**src/rtl/decode_ctrl_unit.sv**
```systemverilog
// -----------------------------------------------------------------------------
// decode_ctrl_unit
//
// Decode-stage control for the five-stage MIPS pipeline.  The D-stage
// instruction is decoded into next-PC, immediate-extension, destination and
// hazard controls.  Branches are resolved here by comparing the forwarded rs/rt
// operands.  Reserved encodings are reported as ExcCode 10 unless the fetch
// stage already raised an exception.  A D/E register captures the fields that
// the execute stage needs.
//
// Ports
//   Clk        rising-edge clock
//   Reset      asynchronous active-low clear of the D/E register
//   Flush      synchronous bubble insert into the D/E register
//   InstrD     instruction in D
//   ForwardD1  forwarded rs value
//   ForwardD2  forwarded rt value
//   ExcCodeD   exception code carried from F (0 = none)
//   NPCOp      0 = branch target, 1 = jump target
//   ExtOp      0 = zero-ext, 1 = sign-ext, 2 = imm16<<16, 3 = zero-ext
//   PCSrc      0 = PC+4, 1 = NPC target, 2 = ForwardD1, 3 = EPC
//   A3Sel      0 = $0, 1 = $31, 2 = rd, 3 = rt
//   GenD       write data (PC+8) is produced in D
//   MD         instruction uses the mult/div unit
//   D1Use      rs consumed in D
//   D2Use      rt consumed in D
//   BD         instruction has a delay slot
//   Equal      ForwardD1 == ForwardD2
//   LTZ        ForwardD1 < 0 (signed)
//   EQZ        ForwardD1 == 0
//   Imm32      extended immediate
//   ExcCodeDE  merged exception code
//   A3E        registered destination register number
//   Imm32E     registered extended immediate
//   GenE       registered GenD
//   MDE        registered MD
//   ExcCodeE   registered ExcCodeDE
// -----------------------------------------------------------------------------
module decode_ctrl_unit (
    input  logic        Clk,
    input  logic        Reset,
    input  logic        Flush,
    input  logic [31:0] InstrD,
    input  logic [31:0] ForwardD1,
    input  logic [31:0] ForwardD2,
    input  logic [4:0]  ExcCodeD,
    output logic        NPCOp,
    output logic [1:0]  ExtOp,
    output logic [1:0]  PCSrc,
    output logic [1:0]  A3Sel,
    output logic        GenD,
    output logic        MD,
    output logic        D1Use,
    output logic        D2Use,
    output logic        BD,
    output logic        Equal,
    output logic        LTZ,
    output logic        EQZ,
    output logic [31:0] Imm32,
    output logic [4:0]  ExcCodeDE,
    output logic [4:0]  A3E,
    output logic [31:0] Imm32E,
    output logic        GenE,
    output logic        MDE,
    output logic [4:0]  ExcCodeE
);

    // Opcodes
    localparam logic [5:0] OP_RTYPE  = 6'b000000;
    localparam logic [5:0] OP_REGIMM = 6'b000001;
    localparam logic [5:0] OP_J      = 6'b000010;
    localparam logic [5:0] OP_JAL    = 6'b000011;
    localparam logic [5:0] OP_BEQ    = 6'b000100;
    localparam logic [5:0] OP_BNE    = 6'b000101;
    localparam logic [5:0] OP_BLEZ   = 6'b000110;
    localparam logic [5:0] OP_BGTZ   = 6'b000111;
    localparam logic [5:0] OP_ADDI   = 6'b001000;
    localparam logic [5:0] OP_ADDIU  = 6'b001001;
    localparam logic [5:0] OP_SLTI   = 6'b001010;
    localparam logic [5:0] OP_SLTIU  = 6'b001011;
    localparam logic [5:0] OP_ANDI   = 6'b001100;
    localparam logic [5:0] OP_ORI    = 6'b001101;
    localparam logic [5:0] OP_XORI   = 6'b001110;
    localparam logic [5:0] OP_LUI    = 6'b001111;
    localparam logic [5:0] OP_COP0   = 6'b010000;
    localparam logic [5:0] OP_LB     = 6'b100000;
    localparam logic [5:0] OP_LH     = 6'b100001;
    localparam logic [5:0] OP_LW     = 6'b100011;
    localparam logic [5:0] OP_LBU    = 6'b100100;
    localparam logic [5:0] OP_LHU    = 6'b100101;
    localparam logic [5:0] OP_SB     = 6'b101000;
    localparam logic [5:0] OP_SH     = 6'b101001;
    localparam logic [5:0] OP_SW     = 6'b101011;

    // R-type function codes
    localparam logic [5:0] FN_SLL   = 6'b000000;
    localparam logic [5:0] FN_SRL   = 6'b000010;
    localparam logic [5:0] FN_SRA   = 6'b000011;
    localparam logic [5:0] FN_SLLV  = 6'b000100;
    localparam logic [5:0] FN_SRLV  = 6'b000110;
    localparam logic [5:0] FN_SRAV  = 6'b000111;
    localparam logic [5:0] FN_JR    = 6'b001000;
    localparam logic [5:0] FN_JALR  = 6'b001001;
    localparam logic [5:0] FN_MFHI  = 6'b010000;
    localparam logic [5:0] FN_MTHI  = 6'b010001;
    localparam logic [5:0] FN_MFLO  = 6'b010010;
    localparam logic [5:0] FN_MTLO  = 6'b010011;
    localparam logic [5:0] FN_MULT  = 6'b011000;
    localparam logic [5:0] FN_MULTU = 6'b011001;
    localparam logic [5:0] FN_DIV   = 6'b011010;
    localparam logic [5:0] FN_DIVU  = 6'b011011;
    localparam logic [5:0] FN_ADD   = 6'b100000;
    localparam logic [5:0] FN_ADDU  = 6'b100001;
    localparam logic [5:0] FN_SUB   = 6'b100010;
    localparam logic [5:0] FN_SUBU  = 6'b100011;
    localparam logic [5:0] FN_AND   = 6'b100100;
    localparam logic [5:0] FN_OR    = 6'b100101;
    localparam logic [5:0] FN_XOR   = 6'b100110;
    localparam logic [5:0] FN_NOR   = 6'b100111;
    localparam logic [5:0] FN_SLT   = 6'b101010;
    localparam logic [5:0] FN_SLTU  = 6'b101011;
    localparam logic [5:0] FN_ERET  = 6'b011000;

    // COP0 rs selectors
    localparam logic [4:0] CP0_MF = 5'b00000;
    localparam logic [4:0] CP0_MT = 5'b00100;
    localparam logic [4:0] CP0_CO = 5'b10000;

    // Control encodings
    localparam logic [1:0] EXT_ZERO = 2'd0;
    localparam logic [1:0] EXT_SIGN = 2'd1;
    localparam logic [1:0] EXT_LUI  = 2'd2;

    localparam logic [1:0] PC_PLUS4 = 2'd0;
    localparam logic [1:0] PC_NPC   = 2'd1;
    localparam logic [1:0] PC_REG   = 2'd2;
    localparam logic [1:0] PC_EPC   = 2'd3;

    localparam logic [1:0] A3_ZERO = 2'd0;
    localparam logic [1:0] A3_RA   = 2'd1;
    localparam logic [1:0] A3_RD   = 2'd2;
    localparam logic [1:0] A3_RT   = 2'd3;

    localparam logic [4:0] EXC_RI = 5'd10;

    logic [5:0]  op;
    logic [4:0]  rs;
    logic [4:0]  rt;
    logic [4:0]  rd;
    logic [5:0]  funct;
    logic [15:0] imm16;

    assign op    = InstrD[31:26];
    assign rs    = InstrD[25:21];
    assign rt    = InstrD[20:16];
    assign rd    = InstrD[15:11];
    assign funct = InstrD[5:0];
    assign imm16 = InstrD[15:0];

    // Operand comparisons used for branch resolution.
    assign Equal = (ForwardD1 == ForwardD2);
    assign LTZ   = ForwardD1[31];
    assign EQZ   = (ForwardD1 == 32'd0);

    logic       dec_npc_op;
    logic [1:0] dec_ext_op;
    logic [1:0] dec_pc_src;
    logic [1:0] dec_a3_sel;
    logic       dec_gen;
    logic       dec_md;
    logic       dec_d1_use;
    logic       dec_d2_use;
    logic       dec_bd;
    logic       ri;

    // Raw decode.  Branch and REGIMM arms set their shared controls before
    // looking at the condition, so an unrecognised REGIMM rt still leaves
    // stray controls here; they are cleared by the RI mask below.
    always_comb begin
        dec_npc_op = 1'b0;
        dec_ext_op = EXT_ZERO;
        dec_pc_src = PC_PLUS4;
        dec_a3_sel = A3_ZERO;
        dec_gen    = 1'b0;
        dec_md     = 1'b0;
        dec_d1_use = 1'b0;
        dec_d2_use = 1'b0;
        dec_bd     = 1'b0;
        ri         = 1'b0;

        case (op)
            OP_RTYPE: begin
                case (funct)
                    FN_ADDU, FN_SUBU, FN_ADD, FN_SUB, FN_AND, FN_OR,
                    FN_XOR, FN_NOR, FN_SLT, FN_SLTU, FN_SLL, FN_SRL,
                    FN_SRA, FN_SLLV, FN_SRLV, FN_SRAV: begin
                        dec_a3_sel = A3_RD;
                    end
                    FN_MFHI, FN_MFLO: begin
                        dec_a3_sel = A3_RD;
                        dec_md     = 1'b1;
                    end
                    FN_MULT, FN_MULTU, FN_DIV, FN_DIVU, FN_MTHI, FN_MTLO: begin
                        dec_md = 1'b1;
                    end
                    FN_JR: begin
                        dec_pc_src = PC_REG;
                        dec_d1_use = 1'b1;
                        dec_bd     = 1'b1;
                    end
                    FN_JALR: begin
                        dec_pc_src = PC_REG;
                        dec_d1_use = 1'b1;
                        dec_bd     = 1'b1;
                        dec_gen    = 1'b1;
                        dec_a3_sel = A3_RD;
                    end
                    default: ri = 1'b1;
                endcase
            end

            OP_ADDI, OP_ADDIU, OP_SLTI, OP_SLTIU,
            OP_LB, OP_LBU, OP_LH, OP_LHU, OP_LW: begin
                dec_ext_op = EXT_SIGN;
                dec_a3_sel = A3_RT;
            end

            OP_ANDI, OP_ORI, OP_XORI: begin
                dec_ext_op = EXT_ZERO;
                dec_a3_sel = A3_RT;
            end

            OP_LUI: begin
                dec_ext_op = EXT_LUI;
                dec_a3_sel = A3_RT;
            end

            OP_SB, OP_SH, OP_SW: begin
                dec_ext_op = EXT_SIGN;
            end

            OP_BEQ, OP_BNE, OP_BLEZ, OP_BGTZ, OP_REGIMM: begin
                dec_ext_op = EXT_SIGN;
                dec_bd     = 1'b1;
                dec_d1_use = 1'b1;
                case (op)
                    OP_BEQ: begin
                        dec_d2_use = 1'b1;
                        dec_pc_src = Equal ? PC_NPC : PC_PLUS4;
                    end
                    OP_BNE: begin
                        dec_d2_use = 1'b1;
                        dec_pc_src = !Equal ? PC_NPC : PC_PLUS4;
                    end
                    OP_BLEZ: dec_pc_src = (LTZ || EQZ) ? PC_NPC : PC_PLUS4;
                    OP_BGTZ: dec_pc_src = (!LTZ && !EQZ) ? PC_NPC : PC_PLUS4;
                    default: begin
                        case (rt)
                            5'b00000: dec_pc_src = LTZ ? PC_NPC : PC_PLUS4;
                            5'b00001: dec_pc_src = !LTZ ? PC_NPC : PC_PLUS4;
                            default:  ri = 1'b1;
                        endcase
                    end
                endcase
            end

            OP_J: begin
                dec_npc_op = 1'b1;
                dec_pc_src = PC_NPC;
                dec_bd     = 1'b1;
            end

            OP_JAL: begin
                dec_npc_op = 1'b1;
                dec_pc_src = PC_NPC;
                dec_bd     = 1'b1;
                dec_gen    = 1'b1;
                dec_a3_sel = A3_RA;
            end

            OP_COP0: begin
                case (rs)
                    CP0_MF: dec_a3_sel = A3_RT;
                    CP0_MT: dec_a3_sel = A3_ZERO;
                    CP0_CO: begin
                        if (funct == FN_ERET) begin
                            dec_pc_src = PC_EPC;
                        end else begin
                            ri = 1'b1;
                        end
                    end
                    default: ri = 1'b1;
                endcase
            end

            default: ri = 1'b1;
        endcase
    end

    // A reserved instruction must not redirect the PC, write a register or
    // stall on hazards, so every control is forced to zero.
    always_comb begin
        NPCOp = 1'b0;
        ExtOp = EXT_ZERO;
        PCSrc = PC_PLUS4;
        A3Sel = A3_ZERO;
        GenD  = 1'b0;
        MD    = 1'b0;
        D1Use = 1'b0;
        D2Use = 1'b0;
        BD    = 1'b0;
        if (!ri) begin
            NPCOp = dec_npc_op;
            ExtOp = dec_ext_op;
            PCSrc = dec_pc_src;
            A3Sel = dec_a3_sel;
            GenD  = dec_gen;
            MD    = dec_md;
            D1Use = dec_d1_use;
            D2Use = dec_d2_use;
            BD    = dec_bd;
        end
    end

    // A fetch-stage exception is older than the decode one and wins.
    assign ExcCodeDE = (ri && (ExcCodeD == 5'd0)) ? EXC_RI : ExcCodeD;

    // Immediate extension; encoding 3 behaves like zero-extend.
    always_comb begin
        Imm32 = {16'd0, imm16};
        case (ExtOp)
            EXT_SIGN: Imm32 = {{16{imm16[15]}}, imm16};
            EXT_LUI:  Imm32 = {imm16, 16'd0};
            default:  Imm32 = {16'd0, imm16};
        endcase
    end

    // Destination register number travelling to E.
    logic [4:0] a3;

    always_comb begin
        a3 = 5'd0;
        case (A3Sel)
            A3_RA:   a3 = 5'd31;
            A3_RD:   a3 = rd;
            A3_RT:   a3 = rt;
            default: a3 = 5'd0;
        endcase
    end

    // D/E pipeline register.  Reset wins over Flush; a flush inserts a
    // bubble that writes $0 and carries no exception.
    always_ff @(posedge Clk or negedge Reset) begin
        if (!Reset) begin
            A3E      <= 5'd0;
            Imm32E   <= 32'd0;
            GenE     <= 1'b0;
            MDE      <= 1'b0;
            ExcCodeE <= 5'd0;
        end else if (Flush) begin
            A3E      <= 5'd0;
            Imm32E   <= 32'd0;
            GenE     <= 1'b0;
            MDE      <= 1'b0;
            ExcCodeE <= 5'd0;
        end else begin
            A3E      <= a3;
            Imm32E   <= Imm32;
            GenE     <= GenD;
            MDE      <= MD;
            ExcCodeE <= ExcCodeDE;
        end
    end

endmodule

```
**config.mk**
```make
export PLATFORM = sky130hd
export DESIGN_NAME = decode_ctrl_unit
export DESIGN_NICKNAME = d
export VERILOG_FILES = /design/src/rtl/decode_ctrl_unit.sv
export SDC_FILE = /design/constraint.sdc
export NUM_CORES = 1
export LEC_CHECK = 0
export CAP_MARGIN = 20
export CORE_MARGIN = 4
export CORE_UTILIZATION = 32
export CTS_BUF_LIST = sky130_fd_sc_hd__clkbuf_2 sky130_fd_sc_hd__clkbuf_4 sky130_fd_sc_hd__clkbuf_8
export DETAILED_ROUTE_END_ITERATION = 10
export GPL_TIMING_DRIVEN = 0
export HOLD_SLACK_MARGIN = 0.15
export PLACE_DENSITY_LB_ADDON = 0.25
export SLEW_MARGIN = 20
export SYNTH_ARGS = -nofsm -noshare
export SYNTH_HDL_FRONTEND = slang
export SYNTH_SLANG_ARGS = --single-unit
```
**constraint.sdc**
```tcl
create_clock -name Clk -period 3.5 [get_ports Clk]
set_input_delay 0.7 -clock Clk [delete_from_list [all_inputs] [get_ports Clk]]
set_output_delay 0.7 -clock Clk [all_outputs]
set_load 0.02 [all_outputs]
```
==> results of run 1 <==
## cell usage in the layout (no fill, tap or decap), types with 7 or more instances in the layout
master,n
a21oi_2,11
xor2_1,34
and2_1,16
inv_1,7
buf_2,21
clkdlybuf4s50_1,148
a21oi_1,12
buf_4,16
nor2b_1,37
clkbuf_2,7
nor4_1,16
nand2_1,25
dfrtp_1,44
nor2_1,12
clkbuf_8,7
clkbuf_1,8
## sequential cells by signal, summed over array words and instances (netlist names)
register	cells
GenE	1
Imm32E	32
A3E	5
MDE	1
ExcCodeE	5
## where the power goes
part           internal (W)  switching, W
sequential         0.000526    0.00000448
clock              0.000219      0.000158
combinational      0.000229      0.000224
total              0.000975      0.000387
## cell families (layout without fill, tap and decap cells)
group,after synthesis,count (layout)
DFF,44,44
adders and majority gates,2,2
AOI/OAI and AO/OA,52,52
and+or+nand+nor,145,145
xor gates and xnor gates,34,34
muxes,2,2
buffers and inverters,32,241
## routing by layer
metal	share of wire, %	global-route usage (%)	vias to the layer above
li1	-	-	1491
met1	35	22.9	1455
met2	53	40.1	175
met3	11	5.51	8
met4	1.1	4.09	0
met5	0	0	-
## per-stage QoR
| stage | utilization [%] | instance area (um^2) |
|---|---|---|
| finish | 61.7 | 5140 |
| global route | 61.7 | 5140 |
| CTS | 61.2 | 5100 |
| detailed placement | 58.7 | 4890 |
| global placement | 58.5 | 4880 |
| floorplan | - | 2830 |
## repair_timing
item	in CTS	in global routing
endpoints found under the setup margin	52	37
buffers inserted	7	2
pin swaps	5	3
cloned	1	0
gates resized for setup	176	19
## path summary, 6_finish.rpt
check,start,end,slack (ps),cells past startpoint
setup / recovery,InstrD[17],Imm32[31],70,8
hold / removal,Reset,GenE$_DFF_PN0_,280,1
max in group asynchronous,Reset,Imm32E[2]$_DFF_PN0_,2750,2
min in group Clk,InstrD[19],A3E[3]$_DFF_PN0_,800,2
## layout make-up
| cell class | instances | area, um^2 |
|---|---|---|
| Fill cell | 719 | 3200 |
| Sequential cell | 44 | 1100 |
| Tap cell | 105 | 131 |
| Inverter | 8 | 30.0 |
| Multi-Input combinational cell | 235 | 1700 |
| Clock inverter | 2 | 35.0 |
| Buffer | 22 | 160 |
| Clock buffer | 6 | 76.3 |
| Timing Repair Buffer | 203 | 1910 |
==> flow_metrics.env, run 1 <==
export IMPL_ys_flop_type="dfrtp_1"
export IMPL_cts_sinks=44
export IMPL_nNetsFinal=625
export IMPL_cap_viol_max_count=0
export IMPL_synth_area_leader_cell="dfrtp_1"
export IMPL_dpl_hpwl_mm=9.03
export IMPL_yosysMostFrequentCell="dfrtp_1"
export IMPL_grt_pass1_vias=3241
export IMPL_num_vias=3129
export IMPL_critical_path_max_stage_delay_ps=530
export IMPL_drv_slew=0
export IMPL_die_area_mm2=0.0102
export IMPL_layout_drive_gt1_share_pct=20.6
export IMPL_status="complete, no violations"
export IMPL_area_growth_pct=85.0
export IMPL_setup_viol=0
export IMPL_die_h_um=101
export IMPL_leakagePower_nw=2.21
export IMPL_synth_top_area_share_pct=39.6
export IMPL_fin_crit_ps=3430
export IMPL_grt_pass1_wl_mm=16.6
export IMPL_async_flop_share_pct=100
export IMPL_worstSetupEndpointType="output port"
export IMPL_worst_path_max_delay_cell="clkdlybuf4s50_1"
export IMPL_post_place_ws_ps=-1350
export IMPL_grt_max_degree=34
export IMPL_numCtsBuffers=5
export IMPL_wl_mm=11.0
export IMPL_period_share_pct=98.0
export IMPL_timing_final_ws_setup_ps=69.0
export IMPL_total_power_w=0.00136
export IMPL_yosys_area_share_adder_pct=0.900
export IMPL_yosys_area_share_simple_pct=30.2
export IMPL_postCtsHoldBufs=0
export IMPL_clk_pin_slew_ps=80
export IMPL_num_rows=33
export IMPL_syn_inst=311
export IMPL_ys_seq_elements=44
export IMPL_synth_edf_count=0
export IMPL_dp_cells=609
export IMPL_final_instance_count_excl_fill=625
export IMPL_hold_viol_final=0
export IMPL_worstPathRequired_ps=2800
export IMPL_initial_core_util_pct=33.3
export IMPL_die_x_um=101
export IMPL_vias_per_cell=5.01
export IMPL_path_class="in -> out"
export IMPL_coreArea_mm2=0.00834
export IMPL_worstSetupStartpointType="input port"
export IMPL_io_pins=200
export IMPL_tritoncts="done"
export IMPL_ir_drop_v=0.000130
export IMPL_h_tree_depth=2
export IMPL_powerDensity_mw_per_mm2=265
export IMPL_cts_root_buf="clkbuf_8"
export IMPL_overflow=0
export IMPL_drt_initial_drc_count=70
export IMPL_synth_compound_area_share_pct=12.8
export IMPL_synth_top_family_by_area="simple AND/OR/NAND/NOR gates"
export IMPL_syn_cell_area_mm2=0.00278
export IMPL_slew_headroom_pct=51.3
export IMPL_tightestPinTransition_ps=720
export IMPL_avgSynthCellArea_um2=8.94
export IMPL_path_cells="clkdlybuf4s50_1, nor4_4, o32a_1, nand2b_1, ha_4, buf_4, nor3b_2, clkdlybuf4s15_2"
export IMPL_grt_antenna_before_repair=0
export IMPL_yosysSeqAreaShare_pct=39.6
export IMPL_arrival_ps=2730
export IMPL_dr_pass1_iters=4
export IMPL_track_usage_pct=20.8
export IMPL_setup_tns_ps=0
export IMPL_synthTopCellsByArea="dfrtp_1 40%, xor2_1 11%, nor2b_1 8.6%"
export IMPL_min_path_type="in -> async"
export IMPL_max_freq_ghz=0.291
export IMPL_synthTopCellsByCount="44 x dfrtp_1, 38 x nor2b_1, 34 x xor2_1"
export IMPL_synth_xor_area_share_pct=10.7
export IMPL_yosysWarnings=0
export IMPL_drt_antenna_violating_nets=0
export IMPL_place_gp_congestion=0.846
export IMPL_synth_mux_area_share_pct=0.720
export IMPL_crit_family="buffers and inverters"
export IMPL_wl_per_cell_um=17.6
export IMPL_antenna_cells=0
export IMPL_io_buffers=192
export IMPL_holdWs_ps=281
export IMPL_path_buf_inv=3
export IMPL_syn_num_nets=417
export IMPL_remaining_drc_errors=0
export IMPL_cts_max_path_buffers=2
export IMPL_cp_max_fo=4
export IMPL_netlist_cell_type_count=46
Note: power is estimated with default switching activity, not from simulation.
==> inputs of run 2 (changes only) <==
Settings changed: SLEW_MARGIN 20 to not set.
==> results of run 2 <==
The final DEF is identical to that of run 1; final timing and power are the same.
==> RTL change, RTL diff (settings of run 2) <==
Make the reset (`Reset`) synchronous in one clocked block. Comments in the files are not updated.
--- a/src/rtl/decode_ctrl_unit.sv
+++ b/src/rtl/decode_ctrl_unit.sv
@@ -352,3 +352,3 @@
     // bubble that writes $0 and carries no exception.
-    always_ff @(posedge Clk or negedge Reset) begin
+    always_ff @(posedge Clk) begin
         if (!Reset) begin
Check against the original RTL: differs if Reset is asserted again (counterexample within 4 cycles, from zero or initial values and one cycle with Reset low); with Reset held inactive, the same outputs for 10 cycles.
==> RTL change against run 2 <==
- the run now ends with setup timing left
- setup slack lost 0.15 ns
- power grew 4.8%
- highest routed layer unchanged
- critical path type unchanged
- sequential cell count is the same
- routed wire length grew 5.2%
- global-route usage grew 1.2 points
- via count grew 7.0%
- design area grew 8.6%
- synthesized area shrank 4.9%
==> RTL change: results (changes against run 2) <==
yosys:
  synthTopCellsByCount: "dfxtp_1, xor2_1, nor2_1, nand2_1"
  yosys-top-cells-area: "dfxtp_1, xor2_1, nor4_1, a211oi_1, nor2_1"
  syn_nets: 438  # +5.0%
  synth_ff_type: "dfxtp_1"
  yosysSeqAreaShare_pct: 33.3  # -6.3 points
  async_flop_share_pct: 0  # -100 points
  synthDistinctLibCells: 54  # +17%
timing:
  final-setup-viol-count: 32  # +32
  layout_setup_ws_ns: -0.0795  # -0.149 ns
  worst_pin_slew_ns: 0.544  # -0.177 ns
global_routing:
  grt_usage_pct: 22.1  # +1.2 points
  grtUsageMet2_pct: 43.9  # +3.8 points
  use_met3_pct: 5.10  # -0.41 points
  use_met1_pct: 21.6  # -1.3 points
  antenna_found_initial: 0  # unchanged
  grt_first_pass_wirelength_um: 17100  # +3.0%
  grt_pass1_vias: 3428  # +5.8%
  grt_max_degree: 15  # -56%
detailed_routing:
  vias: 3349  # +7.0%
  drtIter0Drc: 62  # -11%
  routed_wl_um: 11600  # +5.2%
  dr.pass1.iters: 4  # unchanged
hold_path:
  hp-class: "input pin to flop"
cells_and_area:
  layout-drive-gt1-share_pct: 27.6  # +7.0 points
  fillCellCount: 590  # -18%
  fin_nets: 663  # +6.1%
  top_regs: "Imm32E x32, A3E x5, ExcCodeE x5"
clock_network:
  root_buffer: "clkbuf_8"
  clk_pin_slew_ns: 0.08  # about the same
  clockBufferDepth: 2  # unchanged
  cts-buffers-inserted: 5  # unchanged
critical_path:
  arrival_ns: 2.88  # +0.15 ns
  crit_path_top_delay_cell: "a311o_2"
  crit_family: "simple AND/OR/NAND/NOR gates"
  cp_slowest_stage_delay_ns: 0.32  # -0.21 ns
  worst-path-max-fanout: 8  # +4
placed_design:
  port_buffers: 193  # +0.52%
  post-dp-hpwl_um: 8940  # -0.98%
  place_congestion: 0.801  # -5.3%
power_and_ir_drop:
  leakage_nw: 2.23  # +0.66%
  peakVddDrop_mv: 0.146  # +13%
outcome:
  outcome: "finished, violations left"
  violations: "setup timing"
## RTL change: path summary, 6_finish.rpt
kind	startpoint	to	slack [ns]	depth (start not counted)
worst max-delay path	InstrD[22]	Imm32[3]	-0.08	11
worst min-delay path	InstrD[3]	Imm32E[3]	0.67	2
## RTL change: routing by layer
metal | share of wire (%) | wire length (um)
met4 | 2.8 | 330
met5 | 0 | 0
met2 | 53 | 6190
met1 | 35 | 4080
met3 | 8.5 | 980
## RTL change: layout make-up
cell class              instances  area, um2  area share (%)
repair buffers                220       2160            38.7
flip-flops and latches         44        881            15.8
well taps                     102        128            2.29
diodes                          1       2.50          0.0448
multi-input cells             246       1980            35.5
plain buffers                  27        258            4.62
clock buffers                   6       82.6            1.48
clock inverters                 2       38.8           0.695
inverters                      13       51.3           0.919
## RTL change: cell families after synthesis
kind of cell	after synthesis	synth area share, %
buffers and inverters	42	7.05
multiplexers	1	0.379
adder cells (fa/ha/maj)	2	0.946
AND/OR/NAND/NOR	145	30.5
flip-flops	44	33.3
AO/OA/AOI/OAI	63	16.2
XOR/XNOR	35	11.6
## RTL change: power by group
part           switching, mW  total (mW)  internal (mW)  leakage, nW
Sequential           0.00312       0.515          0.512        0.358
Combinational          0.236       0.500          0.263         1.81
Clock                  0.178       0.411          0.234       0.0614
Total                  0.417        1.43           1.01         2.23
## RTL change: through the flow
| step | setup slack (ns) | instances | TNS (ns) | instance area (um2) |
|---|---|---|---|---|
| floorplan | 0.0000728 | 332 | 0 | 2970 |
| CTS | -0.0990 | 658 | -1.93 | 5510 |
| global placement | -1.41 | 627 | -54.00 | 5030 |
| detailed placement | -1.45 | 627 | -56.63 | 5030 |
| global route | -0.152 | 660 | -3.97 | 5580 |
| finish | -0.0795 | 661 | -2.04 | 5580 |
## RTL change: repair_timing
| action | in CTS | in global routing |
|---|---|---|
| endpoints found under the setup margin | 59 | 38 |
| pin swaps | 15 | 10 |
| gates cloned | 2 | 0 |
| setup buffers | 23 | 2 |
| resized for setup | 264 | 25 |
